[config.mk]
export PLATFORM = sky130hd
export DESIGN_NAME = instr_fetch_unit
export DESIGN_NICKNAME = d
export VERILOG_FILES = /design/src/rtl/instr_fetch_unit.sv
export SDC_FILE = /design/constraint.sdc
export NUM_CORES = 1
export LEC_CHECK = 0
export CORE_MARGIN = 1.5
export CORE_UTILIZATION = 45
export CTS_BUF_LIST = sky130_fd_sc_hd__clkbuf_4 sky130_fd_sc_hd__clkbuf_8
export CTS_CLUSTER_SIZE = 30
export DETAILED_ROUTE_END_ITERATION = 7
export PLACE_DENSITY = 0.89
export SYNTH_ARGS = -nofsm -noshare
export SYNTH_HDL_FRONTEND = slang
export SYNTH_SLANG_ARGS = --single-unit
[constraint.sdc]
create_clock -name clk -period 5.25 [get_ports clk]
set_input_delay 0.7875 -clock clk [delete_from_list [all_inputs] [get_ports clk]]
set_output_delay 0.7875 -clock clk [all_outputs]
set_load 0.005 [all_outputs]
[src/rtl/instr_fetch_unit.sv]
// instr_fetch_unit: PC owner and read initiator for a 1-cycle registered instruction BRAM,
// presenting {pc, instruction} to decode over valid/ready. Optional counters under FETCH_PERF_EN.
`default_nettype none

module instr_fetch_unit #(
  parameter int                  ADDR_WIDTH = 10,
  parameter int                  DATA_WIDTH = 32,
  parameter int                  PC_WIDTH   = 32,
  parameter logic [PC_WIDTH-1:0] RESET_PC   = '0
) (
  input  logic                  clk,
  input  logic                  rst,
  input  logic                  en,
  output logic [ADDR_WIDTH-1:0] imem_addr,
  output logic                  imem_rd_n,
  output logic                  imem_wr_n,
  input  logic [DATA_WIDTH-1:0] imem_data,
  output logic [DATA_WIDTH-1:0] inst_out,
  output logic [PC_WIDTH-1:0]   pc_out,
  output logic                  inst_valid,
  input  logic                  inst_ready,
  input  logic                  redirect,
  input  logic [PC_WIDTH-1:0]   redirect_pc,
  output logic                  misalign_err,
  output logic [31:0]           perf_fetch,
  output logic [31:0]           perf_stall
);

  localparam logic [1:0] S_IDLE  = 2'd0;
  localparam logic [1:0] S_RUN   = 2'd1;
  localparam logic [1:0] S_STALL = 2'd2;

  logic [PC_WIDTH-1:0] fetch_pc_q, fetch_pc_d;
  logic [PC_WIDTH-1:0] resp_pc_q, resp_pc_d;
  logic                resp_valid_q, resp_valid_d;
  logic [1:0]          state_q, state_d;
  logic                misalign_q;

  logic                issue;
  logic [PC_WIDTH-1:0] target_pc;
  logic [PC_WIDTH-1:0] issue_pc;

  assign target_pc = {redirect_pc[PC_WIDTH-1:2], 2'b00};
  assign issue_pc  = redirect ? target_pc : fetch_pc_q;
  // rst gates the strobe combinationally so no read leaves while reset is held
  assign issue     = ~rst & en & (~resp_valid_q | inst_ready | redirect);

  assign imem_addr    = issue_pc[ADDR_WIDTH+1:2];
  assign imem_rd_n    = ~issue;
  assign imem_wr_n    = 1'b1;
  assign inst_out     = imem_data;
  assign pc_out       = resp_pc_q;
  assign inst_valid   = resp_valid_q & ~redirect;
  assign misalign_err = misalign_q;

  always_comb begin
    fetch_pc_d   = fetch_pc_q;
    resp_pc_d    = resp_pc_q;
    resp_valid_d = resp_valid_q;
    if (issue) begin
      resp_pc_d    = issue_pc;
      resp_valid_d = 1'b1;
      fetch_pc_d   = issue_pc + PC_WIDTH'(4);
    end else if (redirect) begin
      fetch_pc_d   = target_pc;
      resp_valid_d = 1'b0;
    end else if (resp_valid_q && inst_ready) begin
      resp_valid_d = 1'b0;
    end
  end

  always_comb begin
    state_d = state_q;
    case (state_q)
      S_IDLE: begin
        if (en) state_d = S_RUN;
      end
      S_RUN: begin
        if (!en && !resp_valid_d)          state_d = S_IDLE;
        else if (inst_valid && !inst_ready) state_d = S_STALL;
      end
      S_STALL: begin
        if (inst_ready || redirect) state_d = (!en && !resp_valid_d) ? S_IDLE : S_RUN;
      end
      default: state_d = S_IDLE;
    endcase
  end

  always_ff @(posedge clk or posedge rst) begin
    if (rst) begin
      fetch_pc_q   <= RESET_PC;
      resp_pc_q    <= '0;
      resp_valid_q <= 1'b0;
      state_q      <= S_IDLE;
      misalign_q   <= 1'b0;
    end else begin
      fetch_pc_q   <= fetch_pc_d;
      resp_pc_q    <= resp_pc_d;
      resp_valid_q <= resp_valid_d;
      state_q      <= state_d;
      misalign_q   <= redirect & (|redirect_pc[1:0]);
    end
  end

`ifdef FETCH_PERF_EN
  logic [31:0] perf_fetch_q;
  logic [31:0] perf_stall_q;

  always_ff @(posedge clk or posedge rst) begin
    if (rst) begin
      perf_fetch_q <= '0;
      perf_stall_q <= '0;
    end else begin
      if (inst_valid && inst_ready)  perf_fetch_q <= perf_fetch_q + 32'd1;
      if (inst_valid && !inst_ready) perf_stall_q <= perf_stall_q + 32'd1;
    end
  end

  assign perf_fetch = perf_fetch_q;
  assign perf_stall = perf_stall_q;
`else
  assign perf_fetch = '0;
  assign perf_stall = '0;
`endif

endmodule

`default_nettype wire
==> impl_metrics.env <==
export IMPL_grt_pass1_wl_mm=13.4
export IMPL_dp_hpwl_mm=6.24
export IMPL_die_x_um=98.6
export IMPL_finalMaxSlewViolations=0
export IMPL_antenna_left=0
export IMPL_cts_buffers=9
export IMPL_rows=34
export IMPL_cts_sinks=66
export IMPL_area_growth_pct=13.6
export IMPL_drive_gt1_frac=0.0877
export IMPL_syn_area_um2=4110
export IMPL_overflow=0
export IMPL_n_antenna_cell=0
export IMPL_cp_data_required_time_ns=4.46
export IMPL_start_util=0.467
export IMPL_synth_top_cell_by_area="dfrtp_1"
export IMPL_cts_root_buffer="clkbuf_8"
export IMPL_hold_depth=2
export IMPL_crit_slowest_cell="nor2_2"
export IMPL_vdd_drop_max_v=0.000125
export IMPL_worstMarginPinSlew_ns=0.946
export IMPL_fmax_mhz=270
export IMPL_routed_via_density=4.85
export IMPL_grt_setup_unrepaired="no"
export IMPL_worstReg2RegEnd="pc_out[30]"
export IMPL_yosysWarnings=0
export IMPL_power_density_nw_per_um2=300
export IMPL_wl_per_cell_um=14.4
export IMPL_slowest_delay_ns=0.75
export IMPL_use_met3=0.0418
export IMPL_grt_use_total=0.173
export IMPL_antenna_found_initial=0
export IMPL_filler_cell_count=810
export IMPL_ioPinCount=211
export IMPL_dr_pass1_iters=6
export IMPL_p_leak_nw=2.04
export IMPL_synth_top_area_share=0.402
export IMPL_cts_hold_buf=0
export IMPL_finalClockSkew_ns=0.00829
export IMPL_start_kind="input port"
export IMPL_cp_max_fo=21
export IMPL_htree_levels=3
export IMPL_cap_violations=0
export IMPL_slew_limit_headroom=0.369
export IMPL_violations="DRC"
export IMPL_grt_max_degree=66
export IMPL_routed_wl_mm=8.46
export IMPL_synth_avg_cell_area_um2=9.43
export IMPL_use_met1=0.208
export IMPL_crit_top_cell="clkdlybuf4s50_1"
export IMPL_grt_most_used_layer="met2"
export IMPL_critPathKind="input port to output port"
export IMPL_min_from="pc_out[4]"
export IMPL_clock_path_buffers=2
export IMPL_vias=2845
export IMPL_async_flop_share=1.00
export IMPL_die_y_um=98.6
export IMPL_drt_iter0_markers=163
export IMPL_hold_viol=0
export IMPL_core_um2=8810
export IMPL_dieArea_um2=9720
export IMPL_io_buffers=81
export IMPL_gp_routability_congestion=0.822
export IMPL_fin_crit_sh=0.706
export IMPL_end_kind="output port"
export IMPL_yosys_top_cells_area="dfrtp_1 (40%), buf_4 (20%), nand2_1 (6.0%), xnor2_1 (4.5%), mux2i_1 (3.9%)"
export IMPL_hold_end="pc_out[4]"
export IMPL_post_cts_resize_count=0
export IMPL_remaining_drc_errors=16
export IMPL_crit_arrival_ns=2.92
export IMPL_crit_chain="clkdlybuf4s50_1, nand2b_1, nor2_2, clkinv_1, clkdlybuf4s50_1"
export IMPL_insertion_delay_ns=0.35
export IMPL_final_nets=544
export IMPL_grtUsageMet2=0.304
export IMPL_path_clk_slew_ns=0.08
export IMPL_fin_cells=587
export IMPL_synth_main_ff_cell="dfrtp_1"
export IMPL_status="finished, violations left"
export IMPL_synth_seq_cells=66
export IMPL_min_path_type="register to register"
export IMPL_fin_util=0.530
export IMPL_cts_tree="built"
export IMPL_ys_seq_area_frac=0.402
export IMPL_rrSetupSlack_ns=2.99
export IMPL_synth_edf_count=0
export IMPL_setup_viol=0
export IMPL_timing_final_crit_period_ns=3.71
export IMPL_reg2regPathDepth=6
export IMPL_grt_pass1_vias=2788
export IMPL_dp_cells=571
export IMPL_crit_start="rst"
export IMPL_postCtsSetupBuffers=0
export IMPL_ys_types=42
export IMPL_setup_tns_ns=0
export IMPL_synth_cells=436
export IMPL_r2r_start="resp_valid_q"
[state kept, by name, indices dropped and copies added, names as in the netlist]
register and flops:
fetch_pc_q 32, misalign_err 1, pc_out 32, resp_valid_q 1
[cell families (layout without fill, tap and decap cells)]
| logic type | count (synthesis) | in the layout | share of synthesized area |
|---|---|---|---|
| mux | 28 | 28 | 0.0718 |
| buf+inv | 126 | 106 | 0.216 |
| flops | 66 | 66 | 0.402 |
| compound gates | 43 | 43 | 0.0739 |
| other cells | 2 | 65 | 0.00183 |
| fa+ha+maj | 1 | 1 | 0.00304 |
| simple gates | 142 | 142 | 0.172 |
| xor+xnor | 28 | 28 | 0.0596 |
[per-stage QoR]
| stage | hold slack [ns] | worst slack, ns | area (um2) | power [mW] |
|---|---|---|---|---|
| after floorplan | 0.469 | 2.44 | 4350 | 0.831 |
| after global placement | 0.461 | 1.55 | 4450 | 0.921 |
| after detailed placement | 0.463 | 1.54 | 4450 | 0.932 |
| after CTS | 0.482 | 1.52 | 4670 | 1.41 |
| after global routing | 0.495 | 1.32 | 4670 | 1.47 |
| final | 0.474 | 1.54 | 4670 | 1.40 |
[final cells by class]
type                    instances  area (um2)  area share
inverters                       6        22.5     0.00482
well taps                     108         135      0.0289
clock inverters                 5        77.6      0.0166
clock buffers                  11         145      0.0311
repair buffers                 84         828       0.177
multi-input cells             307        1810       0.388
flip-flops and latches         66        1650       0.354
[routing by layer]
metal,vias up,wire length [um]
met2,111,4260
met3,22,503
met1,1360,3560
li1,1352,-
met5,-,0
met4,0,137
[cells in the final DEF, fill, tap and decap left out, types with 2 or more instances in the layout]
master            n
o21ai_0          18
nand2b_1          8
o21a_1            2
a22oi_1           3
xor2_1            7
mux2_1            2
nor3_1            5
bufinv_16         2
nor4_1            3
o22ai_1           4
inv_1             4
xnor2_1          21
conb_1           65
clkinv_2          2
nor4_2            3
mux2_2           10
a31oi_1           6
a21oi_1           3
mux2i_1          16
nor2_1           17
nor2b_1           4
clkdlybuf4s50_1  80
clkbuf_8         10
nand3_1          21
nand3b_1          8
nand2_1          66
buf_4             3
dfrtp_1          66
[worst max-delay path by stage]
| stage | end | cells past startpoint |
|---|---|---|
| floorplan | fetch_pc_q[22] | 11 |
| global placement | imem_rd_n | 5 |
| detailed placement | imem_rd_n | 5 |
| CTS | imem_rd_n | 5 |
| global route | imem_rd_n | 5 |
| finish | imem_rd_n | 5 |
[critical path, delay by kind of cell]
| family | cells | cell delay, ns |
|---|---|---|
| buffers and inverters | 3 | 1.14 |
| and+or+nand+nor | 2 | 0.98 |
[cell usage after synthesis (2+ instances only)]
| master | count |
|---|---|
| a21oi_1 | 3 |
| buf_2 | 3 |
| dfrtp_1 | 66 |
| a31oi_1 | 6 |
| nand3b_1 | 8 |
| buf_1 | 3 |
| nor2_1 | 18 |
| buf_4 | 110 |
| nor2b_1 | 4 |
| nor4_2 | 3 |
| inv_1 | 5 |
| mux2_2 | 10 |
| a22oi_1 | 3 |
| clkbuf_1 | 4 |
| nor4_1 | 3 |
| xnor2_1 | 21 |
| o21a_1 | 2 |
| conb_1 | 2 |
| xor2_1 | 7 |
| mux2_1 | 2 |
| o22ai_1 | 4 |
| nand2_1 | 66 |
| mux2i_1 | 16 |
| nor3_1 | 5 |
| o21ai_0 | 18 |
| nand3_1 | 21 |
| nand2b_1 | 8 |
[where the power goes]
group | leakage (nW) | internal [mW] | switching [mW]
Clock | 0.113 | 0.284 | 0.198
Combinational | 1.13 | 0.165 | 0.145
Sequential | 0.801 | 0.574 | 0.0371
(Power assumes the default switching activity.)
